File: config.mk
export PLATFORM = sky130hd
export DESIGN_NAME = multi_digit_seven_seg_scan
export DESIGN_NICKNAME = d
export VERILOG_FILES = /design/src/rtl/seven_seg_pkg.sv /design/src/rtl/bin2bcd_seq.sv /design/src/rtl/multi_digit_seven_seg_scan.sv
export SDC_FILE = /design/constraint.sdc
export NUM_CORES = 1
export LEC_CHECK = 0
export BUFFER_PORTS_ARGS = -buffer_cell sky130_fd_sc_hd__buf_2
export CORE_MARGIN = 3
export CORE_UTILIZATION = 53
export DETAILED_ROUTE_END_ITERATION = 16
export PLACE_DENSITY = 0.79
export SETUP_SLACK_MARGIN = 0.1
export SLEW_MARGIN = 20
export SYNTH_ARGS = -nofsm -noshare
export SYNTH_HDL_FRONTEND = slang
export SYNTH_SLANG_ARGS = --single-unit
File: constraint.sdc
create_clock -name clk -period 1.9 [get_ports clk]
set_input_delay 0.19 -clock clk [delete_from_list [all_inputs] [get_ports clk]]
set_output_delay 0.19 -clock clk [all_outputs]
set_load 0.02 [all_outputs]
File: src/rtl/seven_seg_pkg.sv
// Shared segment patterns, BCD-to-segment decode and converter FSM states
// for the scanned multi-digit seven-segment display.
package seven_seg_pkg;

  // Segment order is {g,f,e,d,c,b,a}, active-high.
  localparam logic [6:0] SEG_0     = 7'b011_1111;
  localparam logic [6:0] SEG_1     = 7'b000_0110;
  localparam logic [6:0] SEG_2     = 7'b101_1011;
  localparam logic [6:0] SEG_3     = 7'b100_1111;
  localparam logic [6:0] SEG_4     = 7'b110_0110;
  localparam logic [6:0] SEG_5     = 7'b110_1101;
  localparam logic [6:0] SEG_6     = 7'b111_1101;
  localparam logic [6:0] SEG_7     = 7'b000_0111;
  localparam logic [6:0] SEG_8     = 7'b111_1111;
  localparam logic [6:0] SEG_9     = 7'b110_1111;
  localparam logic [6:0] SEG_DASH  = 7'b100_0000;
  localparam logic [6:0] SEG_BLANK = 7'b000_0000;

  typedef enum logic [1:0] {
    IDLE = 2'd0,
    BUSY = 2'd1,
    DONE = 2'd2
  } conv_state_e;

  function automatic logic [6:0] seg_decode(input logic [3:0] code);
    logic [6:0] s;
    case (code)
      4'd0:    s = SEG_0;
      4'd1:    s = SEG_1;
      4'd2:    s = SEG_2;
      4'd3:    s = SEG_3;
      4'd4:    s = SEG_4;
      4'd5:    s = SEG_5;
      4'd6:    s = SEG_6;
      4'd7:    s = SEG_7;
      4'd8:    s = SEG_8;
      4'd9:    s = SEG_9;
      default: s = SEG_BLANK;
    endcase
    return s;
  endfunction

  // Elaboration-time 10^n, used for the overflow threshold.
  function automatic logic [63:0] pow10(input int n);
    logic [63:0] p;
    p = 64'd1;
    for (int i = 0; i < n; i++) p = p * 64'd10;
    return p;
  endfunction

endpackage

File: src/rtl/bin2bcd_seq.sv
// Sequential shift-and-add-3 binary-to-BCD converter: one bit per clock,
// WIDTH iterations, then a single DONE cycle that commits bcd/ovf together.
module bin2bcd_seq
  import seven_seg_pkg::*;
#(
  parameter int WIDTH  = 14,
  parameter int DIGITS = 4
) (
  input  logic                  clk,
  input  logic                  rst_n,
  input  logic                  start,
  input  logic [WIDTH-1:0]      value,
  output logic                  busy,
  output logic                  done,
  output logic [4*DIGITS-1:0]   bcd,
  output logic                  ovf
);

  localparam int BW = 4 * DIGITS;
  localparam int RW = BW + WIDTH;
  localparam int CW = $clog2(WIDTH + 1);
  localparam logic [63:0] MAX_VAL = pow10(DIGITS) - 64'd1;

  conv_state_e       state_q;
  logic [RW-1:0]     work_q, work_d;
  logic [CW-1:0]     cnt_q;
  logic              ovf_pend_q, ovf_pend_d;
  logic [BW-1:0]     bcd_q;
  logic              ovf_q;

  // One double-dabble step: correct every BCD nibble >= 5, then shift in the next bit.
  always_comb begin
    work_d = work_q;
    for (int i = 0; i < DIGITS; i++) begin
      if (work_d[WIDTH+4*i +: 4] >= 4'd5)
        work_d[WIDTH+4*i +: 4] = work_d[WIDTH+4*i +: 4] + 4'd3;
    end
    work_d = work_d << 1;
  end

  always_comb begin
    ovf_pend_d = ({{(64-WIDTH){1'b0}}, value} > MAX_VAL);
  end

  always_ff @(posedge clk or negedge rst_n) begin
    if (!rst_n) begin
      state_q    <= IDLE;
      work_q     <= '0;
      cnt_q      <= '0;
      ovf_pend_q <= 1'b0;
      bcd_q      <= '0;
      ovf_q      <= 1'b0;
    end else begin
      case (state_q)
        IDLE: begin
          if (start) begin
            work_q     <= {{BW{1'b0}}, value};
            cnt_q      <= '0;
            ovf_pend_q <= ovf_pend_d;
            state_q    <= BUSY;
          end
        end
        BUSY: begin
          work_q <= work_d;
          cnt_q  <= cnt_q + 1'b1;
          if (cnt_q == CW'(WIDTH - 1)) state_q <= DONE;
        end
        DONE: begin
          bcd_q   <= ovf_pend_q ? {DIGITS{4'h9}} : work_q[RW-1 -: BW];
          ovf_q   <= ovf_pend_q;
          state_q <= IDLE;
        end
        default: state_q <= IDLE;
      endcase
    end
  end

  assign busy = (state_q == BUSY);
  assign done = (state_q == DONE);
  assign bcd  = bcd_q;
  assign ovf  = ovf_q;

endmodule

File: src/rtl/multi_digit_seven_seg_scan.sv
// Multi-digit scanned seven-segment driver: load/ready front end into the BCD
// converter, free-running digit scan, registered seg/an. Option: LZ_BLANK_EN.
module multi_digit_seven_seg_scan
  import seven_seg_pkg::*;
#(
  parameter int DIGITS   = 4,
  parameter int WIDTH    = 14,
  parameter int SCAN_DIV = 50000
) (
  input  logic                  clk,
  input  logic                  rst_n,
  input  logic                  load,
  input  logic [WIDTH-1:0]      value,
  output logic                  ready,
  output logic [4*DIGITS-1:0]   bcd_out,
  output logic                  overflow,
  output logic [6:0]            seg,
  output logic [DIGITS-1:0]     an
);

  localparam int PW = $clog2(SCAN_DIV);
  localparam int IW = (DIGITS > 1) ? $clog2(DIGITS) : 1;

  logic              conv_busy, conv_done;
  logic              start;
  logic [PW-1:0]     presc_q, presc_d;
  logic [IW-1:0]     idx_q, idx_d;
  logic [6:0]        seg_q, seg_d;
  logic [DIGITS-1:0] an_q, an_d;
  logic [DIGITS-1:0] blank_mask;
  logic [3:0]        cur_code;
  logic              cur_blank;

  assign ready = !conv_busy && !conv_done;
  assign start = load && ready;

  bin2bcd_seq #(
    .WIDTH  (WIDTH),
    .DIGITS (DIGITS)
  ) u_conv (
    .clk   (clk),
    .rst_n (rst_n),
    .start (start),
    .value (value),
    .busy  (conv_busy),
    .done  (conv_done),
    .bcd   (bcd_out),
    .ovf   (overflow)
  );

  always_comb begin
    presc_d = presc_q + 1'b1;
    idx_d   = idx_q;
    if (presc_q == PW'(SCAN_DIV - 1)) begin
      presc_d = '0;
      idx_d   = (idx_q == IW'(DIGITS - 1)) ? '0 : idx_q + 1'b1;
    end
  end

  // Digit 0 is never blanked so a zero value still shows a single "0".
  always_comb begin
    blank_mask = '0;
`ifdef LZ_BLANK_EN
    begin
      logic seen;
      seen = 1'b0;
      for (int i = DIGITS - 1; i >= 1; i--) begin
        if (bcd_out[4*i +: 4] != 4'd0) seen = 1'b1;
        blank_mask[i] = !seen && !overflow;
      end
    end
`endif
  end

  always_comb begin
    cur_code  = 4'd0;
    cur_blank = 1'b0;
    an_d      = '0;
    for (int i = 0; i < DIGITS; i++) begin
      an_d[i] = (idx_q == IW'(i));
      if (idx_q == IW'(i)) begin
        cur_code  = bcd_out[4*i +: 4];
        cur_blank = blank_mask[i];
      end
    end
    if (overflow)       seg_d = SEG_DASH;
    else if (cur_blank) seg_d = SEG_BLANK;
    else                seg_d = seg_decode(cur_code);
  end

  always_ff @(posedge clk or negedge rst_n) begin
    if (!rst_n) begin
      presc_q <= '0;
      idx_q   <= '0;
      seg_q   <= '0;
      an_q    <= '0;
    end else begin
      presc_q <= presc_d;
      idx_q   <= idx_d;
      seg_q   <= seg_d;
      an_q    <= an_d;
    end
  end

  assign seg = seg_q;
  assign an  = an_q;

endmodule

---- Yosys cells after proc, flatten, opt, wreduce, memory -nomap -nowiden ----
Memories as Yosys holds them, arrays and structs flattened.
Index checks and enable logic that the tools add are counted.
storage, ports and cells
  ROM bits ................................ 112
  register bits ........................... 83
  input bits .............................. 17
  memories ................................ 1
operators by class
  $lt $le $gt $ge ......................... 5
  equality and inequality tests ........... 9
  muxes and demuxes ....................... 19
  reductions and logical operators ........ 10
  add/sub/neg operators ................... 7
memories
  memory           words  bits a word  rd ports  clocked after memory_dff  write ports  line                 text
  (no name shown)  16     7            1         0                         0            seven_seg_pkg.sv:27  case (code)
operator list
  kind                                                                                  number
  30-bit case mux with 2 select lines                                                   1
  16-bit two-way mux                                                                    2
  4-bit two-way mux                                                                     8
  30-bit two-way mux                                                                    1
  16-bit by 1-bit adder with 16-bit output (second input constant)                      1
  16-bit equality test (second input constant)                                          1
  4-bit by 3-bit greater-or-equal comparator with 1-bit output (second input constant)  4
  14-bit greater-than comparator (second input constant)                                1
  4-bit by 2-bit adder with 4-bit output (second input constant)                        3
  4-bit case mux with 2 select lines                                                    1
  7-bit two-way mux                                                                     1
  2-bit equality test (second input constant)                                           3
  2-bit two-way mux                                                                     3
  2-bit AND reduction                                                                   3
  4-bit by 1-bit adder with 4-bit output (second input constant)                        1
  2-bit by 1-bit equality test with 1-bit output (second input constant)                2
  4-bit equality test (second input constant)                                           1
  2-bit logical NOT                                                                     2
  2-bit case mux with 2 select lines                                                    1
  3-bit by 2-bit adder with 3-bit output (second input constant)                        1
  3-bit two-way mux                                                                     1
  2-bit by 1-bit adder with 2-bit output (second input constant)                        1
  1-bit logical AND                                                                     2
  1-bit logical NOT                                                                     2
  3 further kinds                                                                       3

---- Depth between registers and ports, before layout ----
Gate-level depths: netlist of the first run.
An unclocked memory read counts as a cell.
  word-level depth ........................ 7
  depth in mapped cells ................... 11

---- By module ----
Synthesis of the first run repeated with hierarchy kept, for this count alone.
unflattened totals
  cell total of the unflattened synthesis .. 414
  area total of the unflattened synthesis .. 4,058.9 um^2
modules (own cells, without submodules)
  module                      seq. area each (um^2)  times used  area an instance (um^2)  cells an instance
  bin2bcd_seq                 1,351.3                1           2,507.4                  259
  multi_digit_seven_seg_scan  725.7                  1           1,551.5                  155

---- Least setup slack after synthesis of the first run ----
Ideal clock, no wire load.
  path type ............................... flip-flop to flip-flop
  from .................................... register idx_q[0]
  to ...................................... register seg_q[5] (netlist: seg[5])
  cell stages (with the launch flop) ...... 10
  arrival time ............................ 1,893 ps
  library setup time ...................... 120 ps
  setup slack ............................. -112 ps
  required time ........................... 1,780 ps
  path buffers ............................ 0
  path through ............................ dfrtp_1 inv_1 ha_1 nor2_4 o211ai_1 o211a_1 inv_1 ha_1 or2_0 a31o_1
between the ends
  elaborated cells between the ends (all ways) .. 10
  classes of those cells .................. eq/ne: 3; mux: 5; reduce/logical: 1; memory: 1
RTL lines
  what                            line                               text
  start, declared                 multi_digit_seven_seg_scan.sv:27   logic [IW-1:0] idx_q, idx_d;
  start signal, assigned          multi_digit_seven_seg_scan.sv:99   idx_q <= idx_d;
  2-bit equality test             -
  via an_d[2]                     multi_digit_seven_seg_scan.sv:29   logic [DIGITS-1:0] an_q, an_d;
  4-bit two-way mux (2 in a row)  multi_digit_seven_seg_scan.sv:81   if (idx_q == IW'(i)) begin
  memory 16 x 7 bit               -
  7-bit two-way mux               multi_digit_seven_seg_scan.sv:86   if (overflow) seg_d = SEG_DASH;
  via seg_d[5]                    multi_digit_seven_seg_scan.sv:28   logic [6:0] seg_q, seg_d;
  end signal, assigned            multi_digit_seven_seg_scan.sv:100  seg_q <= seg_d;
  end, declared                   multi_digit_seven_seg_scan.sv:28
The timed path passes the listed nets, and every way through them passes these cells.
A chain may end at the register's enable or synchronous reset.

---- Final worst setup path of the first run ----
  from .................................... register idx_q[1]
  to ...................................... register seg_q[2] (netlist: seg[2])
between the ends
  cells in the longest elaborated chain, start to end .. 7
  elaborated cells between the ends (all ways) .. 10
  classes of those cells .................. eq/ne: 3; mux: 5; reduce/logical: 1; memory: 1
ends and longest elaborated chain
  what                            line
  2-bit logical NOT               -
  via an_d[0]                     multi_digit_seven_seg_scan.sv:29
  4-bit two-way mux (4 in a row)  multi_digit_seven_seg_scan.sv:81
  memory 16 x 7 bit               -
  7-bit two-way mux               multi_digit_seven_seg_scan.sv:86
  via seg_d[2]                    multi_digit_seven_seg_scan.sv:28
The timed path passes the listed nets, and every way through them passes these cells.

==> run metrics, run 1 <==
run status=finished with violations; failing checks=negative setup slack; Placement Cell Area=4710 um2; type of the worst setup path=flop to flop; Site Rows=32; ys flop type=dfrtp_1; Setup Viol. Count Final=7; Setup crit start kind=flop; post-synthesis mux area share=0.0536; Synth async-reset ratio=1.00; leak pwr=2.41 nW; Synthesis Warnings=0; area share of the largest cell type after synthesis=0.489; Core Area=7770 um2; Final min period=2.03 ns; Max Fclk=491 MHz; largest family of logic cells by synthesized area=simple AND/OR/NAND/NOR gates; Synth cell types=48; worst path bufs/invs=3; Multi-input gate area=2140 um2; combinational share of power=0.446; Routed WL=9.17 mm; root buf cell=clkbuf_8; Detailed Place HPWL=5.98 mm; Iter 0 DRT Violations=151; H-tree Lvls=3; hold slack=0.101 ns; port buffer count=45; #FFs+latches synth=83; chip width=95.6 um; Worst VDD drop=0.930 mV; crit path cell chain=inv_2 -> ha_4 -> buf_6 -> buf_6 -> nand2_4 -> o211ai_1 -> o221ai_2 -> or3_1 -> a21oi_2; TritonRoute pass-1 iters=4; Vias=3324; design area=5230 um2; Synth Area in Adders=0.0706; Slew HR=0.640; critical path's largest stage delay=0.42 ns; most repeated library cell on the critical path=buf_6; sequential share of power=0.380; setup_tns=-0.559 ns; clock group share of total power=0.174; clock sink count=83; crit share post-route=1.07; Reg area=2080 um2; Switch Pwr=2.73 mW; layout cells sized above 1=0.277; Max FO, Critical Path=4; Worst Setup End Kind=flop; post-synthesis xor/xnor area fraction=0.0453; Syn Area/Cell=9.84 um2; Initial Util=0.547; post-synth top area cell=dfrtp_1; final worst slack=-0.135 ns; Detail Route Antenna Nets=0; largest net degree at the start of global routing=44; CP top delay family=compound AO/OA/AOI/OAI gates; worst-skew pair later-pin latency=0.36 ns; number of diodes=0; Die Y=95.6 um; synth cell count leaders=83 x dfrtp_1, 54 x nand2_1, 44 x o21ai_0; top-count cell post-synth=dfrtp_1; skew final=0.0104 ns; Switching Fraction=0.401; Via density=5.38; GR Overflow Total=0; initial antenna violation count=0; CTS max path bufs=2; Slew Limit Fails=0; Layout Nets=552; Post-Syn Area=4250 um2; CTS tree=done; drt drc=0; number of flops mapped to enable cells by yosys=0; Critical Path RT=2.19 ns; Placed Cells=581; Filler cells=565; syn nets=473; Worst EP arrival=2.32 ns; Clk pin slew, worst setup/hold paths=0.09 ns; Hold Crit Class=input pin to flop; gpl congestion=0.822; internal power=4.08 mW; pwr dens=1300 nW/um2; RSZ-0062 raised after global routing=true; post-synthesis simple-gate area fraction=0.161; post-synthesis compound-gate area fraction=0.134; synth top area cells=dfrtp_1 49%, ha_1 7.1%, o21ai_0 5.2%, nand2_1 4.8%, mux2i_1 3.8%; total CTS buffers=9; CP max stage cell=dfrtp_1; die area=9130 um2; routed len/inst=14.8 um; IO Count=46; final hold vios=0; Tot GR Track Use=0.212; first-pass GRT wire length=15.1 mm; register area share after synthesis=0.489; Post-Layout Cell Count=618; Post-Synthesis Cells=432; vias in the first global route=3209; Tightest Pin Transition=0.539 ns; number of max-cap violations=0; Final Power=6.81 mW; Syn-to-layout area delta=22.9%
[cell usage in the layout, fill, tap and decap left out, types with 2 or more instances in the layout]
cell type and n:
dfrtp_1 82, nand2_1 49, buf_2 45, nor2_1 41
o21ai_0 40, buf_4 33, inv_1 23, mux2i_1 16
a21oi_1 16, ha_1 14, xnor2_1 12, nand3b_1 10
xor2_1 10, clkbuf_8 9, nand3_1 8, ha_4 7
mux2_2 5, a22o_1 5, buf_6 5, inv_2 4
nand2_2 4, o211ai_1 4, a21o_1 4, o21ai_1 4
nand4_1 4, nand2b_1 4, o31ai_1 4, and3_1 3
nor4_1 3, nor2b_1 3, ha_2 3, clkinvlp_4 3
inv_4 2, nand2b_4 2, a21oi_2 2, a31oi_1 2
a32o_1 2, inv_6 2, buf_12 2
[sequential cells by signal (all words and copies together), names as in the netlist]
register,flops
seg,7
u_conv.state_q,2
idx_q,2
u_conv.bcd,16
u_conv.work_q,30
an,4
presc_q,16
u_conv.ovf_pend_q,1
u_conv.ovf,1
u_conv.cnt_q,4
[worst min-delay path, delay by kind of cell]
family / cells / cell delay (ns)
buffers and inverters: 1 / 0.11
AO/OA/AOI/OAI: 2 / 0.13
[cell type report]
cell class / instances / area share
Clock buffer: 9 / 0.0237
Clock inverter: 7 / 0.0115
Inverter: 29 / 0.0218
Multi-Input combinational cell: 302 / 0.410
Sequential cell: 83 / 0.398
Tap cell: 102 / 0.0244
Timing Repair Buffer: 86 / 0.111
[metal layers]
| layer | routed length [um] | vias to the layer above | track usage |
|---|---|---|---|
| met5 | 0 | - | 0 |
| met4 | 156 | 0 | 0.0664 |
| met3 | 366 | 17 | 0.0584 |
| met2 | 4560 | 70 | 0.342 |
| met1 | 4090 | 1607 | 0.277 |
| li1 | - | 1630 | - |
[path summary, 6_finish.rpt]
check	endpoint	slack (ns)	from	depth (start not counted)
max	seg[2]	-0.13	idx_q[1]	9
min	u_conv.ovf_pend_q	0.10	value[13]	3
max reg2reg	seg[2]	-0.13	idx_q[1]	9
min reg2reg	u_conv.work_q[5]	0.49	u_conv.work_q[5]	2
max in group asynchronous	idx_q[0]	0.93	rst_n	3
min in group asynchronous	seg[5]	0.34	rst_n	2
[power by group through the flow]
stage / clock network [mW] / registers, mW / logic [mW]
6_report: 1.18 / 2.59 / 3.04
5_1_grt: 1.30 / 2.66 / 3.36
4_1_cts: 1.22 / 2.58 / 2.71
3_5_place_dp: 0 / 2.61 / 2.58
3_3_place_gp: 0 / 2.59 / 2.48
2_1_floorplan: 0 / 2.70 / 1.68
[what timing repair did]
| item | CTS | global route |
|---|---|---|
| setup buffers | 13 | 6 |
| pin swaps | 12 | 6 |
| setup endpoints to repair | 15 | 32 |
| gates cloned | 0 | 1 |
| endpoints found under the hold margin | 40 | 0 |
| hold buffers | 1 | 0 |
| resized for setup | 25 | 15 |
[through the flow]
step / utilization / setup slack, ns
finish: 0.673 / -0.135
global route: 0.673 / -0.188
CTS: 0.656 / -0.0104
detailed placement: 0.606 / -0.116
global placement: 0.606 / -0.0431
floorplan: - / 0.0117
[kinds of logic (layout without fill, tap and decap cells)]
kind of cell,Yosys count,count (layout)
AND/OR/NAND/NOR,142,142
AO/OA/AOI/OAI,92,92
flip-flops,83,83
buffers and inverters,47,131
adder cells (fa/ha/maj),24,24
XOR/XNOR,22,22
multiplexers,22,22
No activity file was read; power rests on OpenSTA's default activity.
==> inputs of run 2 (changes only) <==
CORE_ASPECT_RATIO = 1.4   (was not set)
RECOVER_POWER = 100   (was not set)
==> run 2 against run 1 <==
The run still ends with negative setup slack left; final area is 3.6% lower; clock skew is 0.0027 ns lower; worst hold slack better by 0.023 ns; combinational power is 8.9% lower; via count is 1.8% lower; sequential share of layout area is 1.4 points higher; total power is 3.5% lower; sequential power hardly changed; final cell count is 1.8% lower; clock power is 3% higher; worst setup slack better by 0.020 ns; register-to-register slack better by 0.02 ns; critical path type unchanged; critical endpoint is now seg[5]; largest power group unchanged.
==> run metrics, run 2 (synthesized netlist as in run 1, its figures left out) <==
run status=finished with violations; failing checks=negative setup slack; number of diodes=0; Worst EP arrival=2.27 ns; GR Overflow Total=0; skew final=0.00778 ns; Setup crit start kind=flop; Die Y=112 um; Site Rows=38; Core Area=7800 um2; Hold Crit Depth=3; most common cell after layout, fill and taps aside=dfrtp_1; Slew Limit Fails=0; CTS tree=done; Hold Crit Class=input pin to flop; type of the worst setup path=flop to flop; Setup Viol. Count Final=7; hold slack=0.124 ns; Clk pin slew, worst setup/hold paths=0.08 ns; R2R Path Start=idx_q[0]; Syn-to-layout area delta=18.5%; first-pass GRT wire length=14.9 mm; Final Power=6.57 mW; die area=9150 um2; Worst VDD drop=0.857 mV; Most flops, register=u_conv.work_q; final hold vios=0; TritonRoute pass-1 iters=5; Slew HR=0.456; crit share post-route=1.06; clock sink count=83; FF-to-FF path depth=9; Max Fclk=496 MHz; Worst Setup End Kind=flop; Reg area=2080 um2; root buf cell=clkbuf_8; drt drc=0; Tot GR Track Use=0.209; worst-skew pair later-pin latency=0.36 ns; RSZ-0062 raised after global routing=true; Routed WL=8.76 mm; R2R setup slack=-0.11 ns; chip width=81.7 um; initial antenna violation count=0; Iter 0 DRT Violations=201; port buffer count=45; Detail Route Antenna Nets=0; Tightest Pin Transition=0.817 ns; Worst Hold End=u_conv.work_q[1]; gpl congestion=0.899; beginning of the worst hold path=value[1]; layout cells sized above 1=0.185; largest net degree at the start of global routing=50; worst r2r dst=seg[5]; vias in the first global route=3224; commonest non-fill, non-tap cells in the layout=83 x dfrtp_1, 52 x nand2_1, 42 x o21ai_0; Critical Path RT=2.15 ns; Vias=3263; number of max-cap violations=0; total CTS buffers=9; Layout Nets=544; CTS max path bufs=2; final worst slack=-0.114 ns; Final min period=2.01 ns; H-tree Lvls=3; routed len/inst=14.4 um; pwr dens=1300 nW/um2; Via density=5.38; Filler cells=641; IO Count=46; Initial Util=0.545; max FFs per register=30; Max FO, Critical Path=4; leak pwr=2.25 nW; Detailed Place HPWL=5.99 mm; Multi-input gate area=2100 um2
-- run 2: repair_timing --
item,4_1_cts,5_1_grt
hold buffers,1,0
setup buffers,6,4
hold endpoints to repair,34,0
setup endpoints to repair,20,36
pin swaps,5,6
cloned,0,1
gates resized for setup,15,18
-- run 2: final cells by class --
type / instances / area share
clock inverter: 5 / 0.0109
tap: 100 / 0.0248
timing repair buffer: 78 / 0.0872
inverter: 29 / 0.0221
clock buffer: 10 / 0.0253
sequential: 83 / 0.412
multi-input combinational: 302 / 0.417
-- run 2: metrics by stage --
step	setup slack, ns	setup TNS (ns)	std cells	cell area, um2	util
6_report	-0.114	-0.468	607	5040	0.646
5_1_grt	-0.253	-4.47	607	5040	0.646
4_1_cts	-0.0314	-0.0392	602	5020	0.644
3_5_place_dp	-0.147	-0.358	580	4720	0.606
3_3_place_gp	-0.0380	-0.0521	580	4720	0.606
2_1_floorplan	0.0117	0	432	4280	-
-- run 2: where the power goes --
part | internal (mW) | switching (mW)
Combinational | 1.15 | 1.62
Clock | 0.595 | 0.629
Sequential | 2.20 | 0.376
Total | 3.94 | 2.63
-- run 2: worst max-delay path by stage --
stage / start / endpoint / depth (start not counted)
after detailed placement: idx_q[0] / seg[5] / 9
after global routing: idx_q[0] / seg[5] / 9
after CTS: idx_q[0] / seg[5] / 9
final: idx_q[0] / seg[5] / 9
after global placement: idx_q[0] / seg[5] / 9
after floorplan: idx_q[1] / seg[4] / 9
-- run 2: critical path: stages (launching register included) --
cell and delay, ns:
dfrtp_1 0.43, inv_2 0.13, ha_4 0.16, nand2_2 0.05, o211ai_1 0.22, o211ai_1 0.17
buf_4 0.20, ha_4 0.16, or2_0 0.20, a31o_1 0.18
-- run 2: metal layers --
metal | GRT usage | part of all wire | up-vias
li1 | - | - | 1611
met1 | 0.258 | 0.41 | 1576
met2 | 0.351 | 0.53 | 63
met3 | 0.0558 | 0.041 | 13
met4 | 0.0676 | 0.018 | 0
met5 | 0 | 0 | -
==> inputs of run 3 (changes only) <==
clock period = 1.8 ns   (was 1.9 ns; I/O delays follow)
==> run 3 against run 2 <==
Clock power is 5% higher; count of clock-buffer cells in the layout is 3 higher; register-to-register slack worse by 0.04 ns; die area stayed put; clock skew is 0.0035 ns higher; largest power group unchanged; the run still ends with negative setup slack left; sequential share of layout area is 0.65 points lower; sequential cell count stayed put; sequential power is 6% higher.
==> run metrics, run 3 (synthesized netlist as in run 1, its figures left out) <==
highest metal used=met4; Max Fclk=512 MHz; Detailed Place HPWL=6.06 mm; run status=finished with violations; Max FO, Critical Path=5; largest net degree at the start of global routing=84; total CTS buffers=9; met2 wire len=4.63 mm; H-tree Lvls=3; final hold vios=0; Slew HR=0.260; vias in the first global route=3357; first-pass GRT wire length=15.1 mm; Routed WL=8.84 mm; RSZ-0062 raised after global routing=true; Detail Route Antenna Nets=0; IO Count=46; Initial Util=0.545; chip width=81.7 um; CP top delay family=compound AO/OA/AOI/OAI gates; type of the worst setup path=flop to flop; Iter 0 DRT Violations=145; Placement Cell Area=4740 um2; final worst slack=-0.152 ns; CP max stage cell=dfrtp_2; GR Overflow Total=0; Via density=5.44; Worst VDD drop=1.13 mV; initial antenna violation count=0; gpl congestion=0.822; CTS max path bufs=2; crit path cell chain=inv_4 -> ha_4 -> nand2_1 -> o211ai_1 -> o211ai_1 -> buf_4 -> ha_4 -> or2_0 -> a31o_1; worst-skew pair later-pin latency=0.36 ns; most common cell after layout, fill and taps aside=dfrtp_1; Critical Path RT=2.05 ns; Layout Nets=545; CTS tree=done; skew final=0.0113 ns; Slew Limit Fails=0; clock sink count=83; Worst EP arrival=2.20 ns; Die Y=112 um; TritonRoute pass-1 iters=5; root buf cell=clkbuf_8; Clk pin slew, worst setup/hold paths=0.08 ns; Core Area=7800 um2; number of diodes=0; WL met3=343 um; Tot GR Track Use=0.208; Tightest Pin Transition=1.11 ns; port buffer count=45; design area=5120 um2; Syn-to-layout area delta=20.5%; failing checks=negative setup slack; pwr dens=1410 nW/um2; Vias=3315; routed len/inst=14.5 um; crit share post-route=1.08; max FFs per register=30; drt drc=0; layout cells sized above 1=0.253; M1 wire length=3.65 mm; critical path's largest stage delay=0.46 ns; die area=9150 um2; commonest non-fill, non-tap cells in the layout=82 x dfrtp_1, 52 x nand2_1, 44 x buf_2; worst path bufs/invs=2; number of max-cap violations=0; Site Rows=38; Setup crit start kind=flop; Setup Viol. Count Final=7; Final min period=1.95 ns; Worst Setup End Kind=flop; Final Power=7.22 mW; Hold Crit Class=input pin to flop; Most flops, register=u_conv.work_q; leak pwr=2.39 nW
## run 3: path summary, 6_finish.rpt
check                                 start               end  slack [ns]  cells after the start
setup reg to reg                   idx_q[0]            seg[5]       -0.15                      9
max in group asynchronous             rst_n          idx_q[0]        0.35                      3
hold reg to reg            u_conv.work_q[2]  u_conv.work_q[2]        0.49                      2
min in group asynchronous             rst_n            seg[1]        0.67                      3
setup / recovery                   idx_q[0]            seg[5]       -0.15                      9
hold / removal                     value[2]  u_conv.work_q[2]        0.11                      3
## run 3: repair_timing
action / 4_1_cts / 5_1_grt
endpoints found under the hold margin: 83 / 0
cloned: 0 / 1
hold buffers: 1 / 0
setup buffers: 8 / 3
endpoints found under the setup margin: 29 / 22
pin swaps: 4 / 3
resized for setup: 12 / 10
## run 3: where the power goes
group / internal [mW] / switching (mW) / total [mW] / leakage [nW]
Clock: 0.616 / 0.668 / 1.28 / 0.0956
Combinational: 1.46 / 1.75 / 3.20 / 1.22
Sequential: 2.32 / 0.406 / 2.73 / 1.08
## run 3: per-stage QoR
stage	utilization	std cells	TNS, ns	hold slack, ns	setup slack, ns
after floorplan	-	432	-0.245	-0.116	-0.0883
after global placement	0.608	580	-0.897	0.242	-0.158
after detailed placement	0.608	580	-1.74	0.245	-0.299
after CTS	0.648	605	-0.613	0.107	-0.130
after global routing	0.657	609	-1.34	0.145	-0.250
final	0.657	609	-0.651	0.113	-0.152
## run 3: area by class of cell
cell class	count	area (um2)
inverters	29	111
clock inverters	3	21.3
fillers	613	2680
multi-input cells	302	2090
repair buffers	79	532
well taps	100	125
clock buffers	13	169
flip-flops and latches	83	2080
## run 3: tightest hold or removal path, cell delays in order
cell     delay [ns]
buf_2          0.07
mux2i_1        0.05
o21ai_0        0.13
## run 3: routing by layer
metal / GRT usage / vias up
met5: 0 / -
met4: 0.0743 / 0
met3: 0.0485 / 19
met2: 0.350 / 69
met1: 0.259 / 1620
li1: - / 1607
